`src/rtl/bcd7seg_pkg.sv`:
```
// rtl/bcd7seg_pkg.sv - active-high 7-segment patterns (bit order g..a) and BCD decode
package bcd7seg_pkg;

  localparam logic [3:0] BCD_MAX     = 4'd9;

  localparam logic [6:0] SEG_0       = 7'b0111111;
  localparam logic [6:0] SEG_1       = 7'b0000110;
  localparam logic [6:0] SEG_2       = 7'b1011011;
  localparam logic [6:0] SEG_3       = 7'b1001111;
  localparam logic [6:0] SEG_4       = 7'b1100110;
  localparam logic [6:0] SEG_5       = 7'b1101101;
  localparam logic [6:0] SEG_6       = 7'b1111101;
  localparam logic [6:0] SEG_7       = 7'b0000111;
  localparam logic [6:0] SEG_8       = 7'b1111111;
  localparam logic [6:0] SEG_9       = 7'b1101111;
  localparam logic [6:0] SEG_ALL_ON  = 7'b1111111;
  localparam logic [6:0] SEG_ALL_OFF = 7'b0000000;

  function automatic logic [6:0] bcd_to_seg(input logic [3:0] nibble);
    logic [6:0] seg;
    case (nibble)
      4'd0:    seg = SEG_0;
      4'd1:    seg = SEG_1;
      4'd2:    seg = SEG_2;
      4'd3:    seg = SEG_3;
      4'd4:    seg = SEG_4;
      4'd5:    seg = SEG_5;
      4'd6:    seg = SEG_6;
      4'd7:    seg = SEG_7;
      4'd8:    seg = SEG_8;
      4'd9:    seg = SEG_9;
      default: seg = SEG_ALL_OFF;
    endcase
    return seg;
  endfunction

endpackage

```
`src/rtl/bcd_digit_counter.sv`:
```
// rtl/bcd_digit_counter.sv - one decade of the BCD up/down counter with ripple carry/borrow
module bcd_digit_counter
  import bcd7seg_pkg::*;
(
  input  logic       clock,
  input  logic       reset,
  input  logic       load,
  input  logic [3:0] load_value,
  input  logic       step,
  input  logic       up,
  input  logic       carry_in,
  output logic [3:0] value,
  output logic       carry_out
);

  logic [3:0] value_q, value_d;

  // carry_out means "this decade wraps if it steps"; the top qualifies it with step
  assign carry_out = carry_in && (up ? (value_q == BCD_MAX) : (value_q == 4'd0));
  assign value     = value_q;

  always_comb begin
    value_d = value_q;
    if (load) begin
      value_d = (load_value > BCD_MAX) ? 4'd0 : load_value;
    end else if (step && carry_in) begin
      if (up) begin
        value_d = (value_q >= BCD_MAX) ? 4'd0 : value_q + 4'd1;
      end else begin
        value_d = (value_q == 4'd0) ? BCD_MAX : value_q - 4'd1;
      end
    end
  end

  always_ff @(posedge clock) begin
    if (reset) begin
      value_q <= 4'd0;
    end else begin
      value_q <= value_d;
    end
  end

endmodule

```
`src/rtl/bcd_counter_7seg_ndisplays.sv`:
```
// rtl/bcd_counter_7seg_ndisplays.sv - N-digit BCD up/down counter with prescaler and registered 7-seg decode
// Optional: LEADING_ZERO_BLANK_EN blanks digits above the most significant nonzero digit.
module bcd_counter_7seg_ndisplays
  import bcd7seg_pkg::*;
#(
  parameter int NUM_DIGITS     = 8,
  parameter int TICK_DIV       = 50_000_000,
  parameter int SEG_ACTIVE_LOW = 1
) (
  input  logic                    clock,
  input  logic                    reset,
  input  logic                    enable,
  input  logic                    seg7all_on,
  input  logic                    up_down,
  input  logic                    load,
  input  logic [4*NUM_DIGITS-1:0] load_value,
  output logic [4*NUM_DIGITS-1:0] bcd_value,
  output logic [7*NUM_DIGITS-1:0] sg7_hex,
  output logic                    tick,
  output logic                    carry_out
);

  localparam int                 PRESC_W   = $clog2(TICK_DIV);
  localparam logic [PRESC_W-1:0] PRESC_MAX = PRESC_W'(TICK_DIV - 1);
  localparam logic [6:0]         SEG_POL   = (SEG_ACTIVE_LOW != 0) ? 7'h7F : 7'h00;

  logic [PRESC_W-1:0]      presc_q, presc_d;
  logic                    tick_q, tick_d;
  logic                    carry_q, carry_d;
  logic [7*NUM_DIGITS-1:0] seg_q, seg_d;
  logic                    step;
  logic [NUM_DIGITS:0]     carry_chain;
  logic [3:0]              digit_val [NUM_DIGITS];
  logic [NUM_DIGITS-1:0]   blank;
  logic [6:0]              seg_pat;

  assign step           = tick_q && enable && !load;
  assign carry_chain[0] = 1'b1;

  for (genvar k = 0; k < NUM_DIGITS; k++) begin : g_digit
    bcd_digit_counter u_digit (
      .clock      (clock),
      .reset      (reset),
      .load       (load),
      .load_value (load_value[4*k +: 4]),
      .step       (step),
      .up         (up_down),
      .carry_in   (carry_chain[k]),
      .value      (digit_val[k]),
      .carry_out  (carry_chain[k+1])
    );
    assign bcd_value[4*k +: 4] = digit_val[k];
  end

  always_comb begin
    presc_d = presc_q;
    tick_d  = 1'b0;
    if (load) begin
      presc_d = '0;
    end else if (enable) begin
      if (presc_q == PRESC_MAX) begin
        presc_d = '0;
        tick_d  = 1'b1;
      end else begin
        presc_d = presc_q + PRESC_W'(1);
      end
    end
    carry_d = step && carry_chain[NUM_DIGITS];
  end

`ifdef LEADING_ZERO_BLANK_EN
  logic higher_zero;

  // walk down from the top digit; digit 0 is never blanked
  always_comb begin
    blank       = '0;
    higher_zero = 1'b1;
    for (int k = NUM_DIGITS - 1; k > 0; k--) begin
      higher_zero = higher_zero && (digit_val[k] == 4'd0);
      blank[k]    = higher_zero;
    end
  end
`else
  assign blank = '0;
`endif

  always_comb begin
    seg_d   = '0;
    seg_pat = SEG_ALL_OFF;
    for (int k = 0; k < NUM_DIGITS; k++) begin
      if (seg7all_on) begin
        seg_pat = SEG_ALL_ON;
      end else if (blank[k]) begin
        seg_pat = SEG_ALL_OFF;
      end else begin
        seg_pat = bcd_to_seg(digit_val[k]);
      end
      seg_d[7*k +: 7] = seg_pat ^ SEG_POL;
    end
  end

  always_ff @(posedge clock) begin
    if (reset) begin
      presc_q <= '0;
      tick_q  <= 1'b0;
      carry_q <= 1'b0;
      seg_q   <= {NUM_DIGITS{SEG_0 ^ SEG_POL}};
    end else begin
      presc_q <= presc_d;
      tick_q  <= tick_d;
      carry_q <= carry_d;
      seg_q   <= seg_d;
    end
  end

  assign sg7_hex   = seg_q;
  assign tick      = tick_q;
  assign carry_out = carry_q;

endmodule
```
`config.mk`:
```
export PLATFORM = sky130hd
export DESIGN_NAME = bcd_counter_7seg_ndisplays
export DESIGN_NICKNAME = d
export VERILOG_FILES = /design/src/rtl/bcd7seg_pkg.sv /design/src/rtl/bcd_digit_counter.sv /design/src/rtl/bcd_counter_7seg_ndisplays.sv
export SDC_FILE = /design/constraint.sdc
export NUM_CORES = 1
export LEC_CHECK = 0
export ABC_CLOCK_PERIOD_IN_PS = 3850
export CAP_MARGIN = 20
export CORE_MARGIN = 3
export CORE_UTILIZATION = 26
export DETAILED_ROUTE_END_ITERATION = 10
export PLACE_DENSITY_LB_ADDON = 0.3
export SLEW_MARGIN = 40
export SYNTH_ARGS = -nofsm -noshare
export SYNTH_HDL_FRONTEND = slang
export SYNTH_SLANG_ARGS = --single-unit
export TNS_END_PERCENT = 20
```
`constraint.sdc`:
```
create_clock -name clock -period 3.85 [get_ports clock]
set_clock_uncertainty 0.2 [all_clocks]
set_input_delay 0.77 -clock clock [delete_from_list [all_inputs] [get_ports clock]]
set_output_delay 0.77 -clock clock [all_outputs]
set_load 0.1 [all_outputs]
```
==> qor.yml, run 1 <==
worst_setup_path:
  timing.rr.start: "g_digit[0].u_digit.value[1]"
  worstSetupStartpointType: "register"
  critical_path.max_stage_delay_ns: 0.57
  timing.critical_path.arrival_ns: 3.76
  regToRegSetupSlack_ns: 0.26
  endpoint_kind: "register"
  setup.worst_path.class: "register to register"
  cp_max_fo: 10
  timing.critical_path.cells: "inv_1 > ha_1 > nor3b_1 > o221ai_2 > or4_4 > or2_1 > o211a_1 > nor2_1 > inv_1 > ha_1 > mux2_4 > o21ai_1"
  r2r_cells: 12
  timing.critical_path.max_delay_family: "simple AND/OR/NAND/NOR gates"
  standard_cell_with_the_maximum_stage_delay_on_the_critical_path: "or4_4"
  critical_path.n_buffers_inverters: 2
  critical_path_required_ns: 4.02
synth:
  synth_area_leaders: "dfxtp_1, ha_1, nor2_1, inv_1, nand2_1"
  post_synth.cell_area_avg_um2: 8.66
  synthesis.area_um2: 9090
  post_synth_xor_area_fraction: 0.0280
  async_flop_share: 0
  yosys.area.top_type_share: 0.379
  synthDominantAreaCellType: "dfxtp_1"
  ys_dominant_reg_cell: "dfxtp_1"
  synth_compound_gate_area_share: 0.201
  syn-num-nets: 1160
  synth.yosys.warnings: 0
  synth-seq-area-share: 0.379
  synth.distinct_cells: 89
  post_synth_fa_ha_maj_area_fraction: 0.101
  synth_mux_area_frac: 0.0288
  ys_ff_latch: 172
  synth_cells: 1049
  synth_edf_count: 0
  synth_top_family_by_area: "simple AND/OR/NAND/NOR gates"
  synthSimpleGateAreaFrac: 0.207
sta:
  fin_hold_ws_ns: 0.180
  timing.fmax_mhz: 278
  transition_time_at_the_pin_with_the_least_slew_margin_ns: 0.679
  timing_max_transition_violations_final: 0
  timing.final.crit_share: 0.933
  grt_setup_unrepaired: "no"
  timing.final.hold_violations: 0
  total_of_endpoints_with_negative_setup_slack_in_the_final_report: 0
  max-slew-margin-rel: 0.544
  final.min_clock_period_ns: 3.59
  setup_total_negative_slack_ns: 0
placement:
  io_buffer_count: 127
  post-dp-hpwl_um: 18800
  placement.cell_area_um2: 10900
  place.gp.congestion: 0.854
routing:
  drcViolationCount: 0
  avgViaCountPerCell: 4.77
  wl_per_cell_um: 14.9
  vias: 7998
  routed_wl_um: 25000
  antenna_violating_nets_post_route: 0
  drt_pass1_iterations: 5
  detail_route.iter0.violations: 305
final_layout:
  final_core_util: 0.338
  syn_to_final_growth_pct: 26.4
  most-common-layout-cells: "dfxtp_1, nor2_1, buf_4"
  fillerInstances: 3512
  num-nets-final: 1324
  final_design_area_no_fill_um2: 11500
  drive_above_1_share: 0.203
  layout_commonest_cell: "dfxtp_1"
min_path:
  hp-class: "register to register"
  number_of_cells_on_the_worst_hold_path: 1
  worst_hold_path.endpoint: "sg7_hex[24]"
clocking:
  cts_made_buffers: 17
  clock_tree.htree_level_count: 4
  cts_resized: 0
  number_of_buffers_inserted_by_hold_repair_at_cts: 0
  clockBufferDepth: 2
  cts_num_sinks: 172
  postCtsSetupBuffers: 0
  cts_tree: "done"
  cts.clk_slew.worst_paths_ns: 0.07
  insertion_delay_ns: 0.44
  clock_tree.root_cell: "clkbuf_16"
global_routing:
  grt_start_max_net_pins: 38
  grt.total_usage: 0.135
  grt_antenna_before_repair: 1
  grt-ovfl-total: 0
  grt_first_pass_wirelength_um: 39800
  first_global_vias: 7573
die:
  fp.coreArea_um2: 34000
  initial_core_util: 0.268
  fp.dieArea_um2: 37200
  pin_count: 128
  die_height_um: 193
  die_width_um: 193
  std_cell_rows: 67
power_and_ir_drop:
  p_leak_nw: 4.73
  post-layout-total-power_w: 0.00445
  power_density_nw_per_um2: 388
  vdd_ir_drop_max_v: 0.000295
run:
  max-cap-violations: 0
run_status:
  run_status: "finished clean"
[stage by stage]
| step | setup slack [ns] | instances |
|---|---|---|
| final | 0.258 | 1675 |
| after global routing | 0.0234 | 1674 |
| after CTS | 0.294 | 1674 |
| after detailed placement | -0.0741 | 1642 |
| after global placement | -0.0565 | 1642 |
| after floorplan | 0.00245 | 1049 |
[where the power goes]
group / switching (W) / total [W] / internal [W]
registers: 0.0000525 / 0.00192 / 0.00187
logic: 0.000557 / 0.000822 / 0.000264
clock network: 0.000784 / 0.00171 / 0.000925
[metal layers]
layer,vias up,GRT usage,part of all wire
met4,2,0.0442,0.016
met3,20,0.0394,0.062
met2,155,0.216,0.45
li1,4080,-,-
met5,-,0,0.00036
met1,3741,0.175,0.47
[cells by family after synthesis]
group / Yosys count
simple gates: 356
buf+inv: 126
compound gates: 270
fa+ha+maj: 73
flops: 172
mux: 23
xor+xnor: 29
[worst max-delay path by stage]
stage,from,to,slack (ns),depth (start not counted)
2_1_floorplan,g_digit[2].u_digit.value[2],register,0.002,11
3_5_place_dp,enable,register,-0.07,11
4_1_cts,g_digit[0].u_digit.value[1],register,0.29,12
3_3_place_gp,enable,register,-0.06,11
6_report,g_digit[0].u_digit.value[1],register,0.26,12
5_1_grt,g_digit[0].u_digit.value[1],register,0.02,12
[synth_stat cells, types with 7 or more instances]
cell,n
dfxtp_1,172
nor2_1,142
ha_1,73
inv_1,63
nand2_1,55
clkbuf_1,42
a21oi_1,41
o21ai_0,39
nand3_1,27
o21ai_1,27
a31oi_1,21
o22ai_1,21
o31ai_1,16
xor2_1,15
nor3_1,14
xnor2_1,14
a211oi_1,13
mux2i_1,13
nand2b_1,13
and2_1,10
o211ai_1,10
a21o_1,9
a311oi_1,8
buf_2,8
nor4_1,8
and3_1,7
and4b_1,7
inv_2,7
nand4_1,7
nor4b_1,7
[final cells by class]
cell class	count	area, um2	share of cell area
timing repair buffer	201	1480	0.129
clock inverter	13	133	0.0115
tap	448	561	0.0488
clock buffer	19	443	0.0386
inverter	70	263	0.0229
sequential	172	3460	0.301
antenna	1	2.50	0.000218
multi-input combinational	751	5140	0.448
No activity file was read; power rests on OpenSTA's default activity.
==> run 2, diff against run 1 <==
--- a/config.mk
+++ b/config.mk
@@ -11,6 +11,7 @@
 export CORE_UTILIZATION = 26
 export DETAILED_ROUTE_END_ITERATION = 10
 export PLACE_DENSITY_LB_ADDON = 0.3
+export REMOVE_ABC_BUFFERS = 1
 export SLEW_MARGIN = 40
 export SYNTH_ARGS = -nofsm -noshare
 export SYNTH_HDL_FRONTEND = slang
==> run 2 against run 1 <==
Against the previous run: clock power is essentially flat; global-route usage increased by 0.55 points; combinational power rose by 1%; critical path type unchanged; largest power group unchanged; sequential share of layout area fell by 0.35 points; largest cell class unchanged; flip-flop and latch count unchanged; fmax is 1.8% higher.
==> qor.yml, run 2 (synthesis gave the netlist of run 1 again) <==
run_status:
  run_status: "finished clean"
sta:
  max-slew-margin-rel: 0.560  # +0.0153
  timing.final.hold_violations: 0  # unchanged
  timing.fmax_mhz: 283  # +1.8%
  transition_time_at_the_pin_with_the_least_slew_margin_ns: 0.656  # -0.0229 ns
  total_of_endpoints_with_negative_setup_slack_in_the_final_report: 0  # unchanged
  grt_setup_unrepaired: "no"
  final.min_clock_period_ns: 3.53  # -0.0634 ns
  timing.final.crit_share: 0.917  # -0.0165
  fin_hold_ws_ns: 0.179  # -0.000413 ns
  timing_max_transition_violations_final: 0  # unchanged
global_routing:
  grt-ovfl-total: 0  # unchanged
  grt_antenna_before_repair: 1  # unchanged
  grt_first_pass_wirelength_um: 41100  # +3.4%
  first_global_vias: 7769  # +2.6%
  grt.total_usage: 0.141  # +0.00554
  grt_start_max_net_pins: 38  # unchanged
power_and_ir_drop:
  p_leak_nw: 4.77  # +0.86%
  intPower_w: 0.00309  # +0.90%
  switching_share: 0.306  # -0.00673
  power.sequential.fraction: 0.431  # about the same
  power_density_nw_per_um2: 385  # -0.70%
  net_switching_power_w: 0.00136  # -2.2%
  vdd_ir_drop_max_v: 0.000308  # +4.4%
  clkPwrFrac: 0.382  # -0.002
  comb_power_share: 0.187  # +0.002
  post-layout-total-power_w: 0.00445  # about the same
clocking:
  cts.clk_slew.worst_paths_ns: 0.07  # about the same
  number_of_buffers_inserted_by_hold_repair_at_cts: 0  # unchanged
  cts_tree: "done"
  cts_made_buffers: 17  # unchanged
  clock_tree.root_cell: "clkbuf_16"
  clock_tree.htree_level_count: 4  # unchanged
  clockBufferDepth: 2  # unchanged
  insertion_delay_ns: 0.44  # about the same
  cts_num_sinks: 172  # unchanged
worst_setup_path:
  cp_max_fo: 10  # unchanged
  setup.worst_path.class: "register to register"
  critical_path_required_ns: 4.02  # about the same
  startpoint: "g_digit[4].u_digit.value[1]"
  timing.rr.start: "g_digit[4].u_digit.value[1]"
  endpoint_kind: "register"
  timing.critical_path.arrival_ns: 3.70  # -0.06 ns
  worstSetupStartpointType: "register"
final_layout:
  antenna_cells_inserted: 0  # -1
  fillerInstances: 3523  # +0.31%
  layout_commonest_cell: "dfxtp_1"
  final_design_area_no_fill_um2: 11600  # +0.63%
  drive_above_1_share: 0.197  # -0.00585
  most-common-layout-cells: "dfxtp_1, nor2_1, buf_4"
  num-nets-final: 1335  # +0.83%
  syn_to_final_growth_pct: 27.2
routing:
  detail_route.iter0.violations: 524  # +72%
  avgViaCountPerCell: 4.77  # about the same
  wl_per_cell_um: 15.2  # +1.7%
  routed_wl_um: 25600  # +2.4%
  antenna_violating_nets_post_route: 0  # unchanged
  drcViolationCount: 0  # unchanged
  vias: 8041  # +0.54%
  drt_pass1_iterations: 5  # unchanged
die:
  die_width_um: 193  # unchanged
  fp.dieArea_um2: 37200  # unchanged
  fp.coreArea_um2: 34000  # unchanged
  die_height_um: 193  # unchanged
  pin_count: 128  # unchanged
  initial_core_util: 0.268  # unchanged
  std_cell_rows: 67  # unchanged
placement:
  io_buffer_count: 127  # unchanged
  placement.cell_area_um2: 11000  # +0.61%
  post-dp-hpwl_um: 19400  # +3.1%
  place.gp.congestion: 0.860  # +0.62%
min_path:
  hp-class: "register to register"
run:
  max-cap-violations: 0  # unchanged
==> run 2: metrics by stage <==
stage	std cells	utilization	TNS (ns)	setup WS, ns
CTS	1685	0.340	0	0.326
floorplan	993	-	-1.39	-0.299
detailed placement	1653	0.323	-0.128	-0.0701
finish	1685	0.340	0	0.321
global route	1685	0.340	0	0.0448
global placement	1653	0.331	-0.0504	-0.0504
==> run 2: area by class of cell <==
cell class	count	area [um2]	area share
Clock buffer	21	470	0.0407
Multi-Input combinational cell	751	5150	0.446
Timing Repair Buffer	212	1560	0.135
Sequential cell	172	3440	0.298
Clock inverter	11	108	0.00931
Inverter	70	263	0.0227
Tap cell	448	561	0.0485
==> run 2: worst max-delay path, cell delays in order, from the launching register on <==
cell	delay [ns]
dfxtp_1	0.41
inv_1	0.12
ha_1	0.34
or4b_4	0.52
a221oi_1	0.33
nand4_1	0.19
or3_1	0.40
a221o_1	0.49
mux2_4	0.35
o21ai_1	0.10
==> run 2: power groups by stage <==
stage / registers, W / logic, W / clock network (W)
3_3_place_gp: 0.00196 / 0.000846 / 0
5_1_grt: 0.00193 / 0.000903 / 0.00186
3_5_place_dp: 0.00196 / 0.000834 / 0
6_report: 0.00192 / 0.000831 / 0.00170
4_1_cts: 0.00192 / 0.000836 / 0.00178
2_1_floorplan: 0.00221 / 0.000299 / 0
==> run 2: path summary, 6_finish.rpt <==
path,slack [ns],endpoint,depth (start not counted)
max reg2reg,0.32,register,9
max,0.32,register,9
min,0.18,sg7_hex[15],1
min reg2reg,0.18,sg7_hex[15],1
==> run 2: layer usage <==
| metal | part of all wire | routed length, um | up-vias | GRT usage |
|---|---|---|---|---|
| met5 | 0.00051 | 13 | - | 0 |
| met4 | 0.018 | 459 | 2 | 0.0495 |
| met3 | 0.065 | 1660 | 30 | 0.0434 |
| met2 | 0.45 | 11500 | 162 | 0.221 |
| met1 | 0.47 | 12000 | 3745 | 0.183 |
| li1 | - | - | 4102 | - |
==> run 2: repair_timing <==
action / 4_1_cts / 5_1_grt
setup endpoints to repair: 0 / 1
resized for setup: 0 / 1
setup buffers: 0 / 0
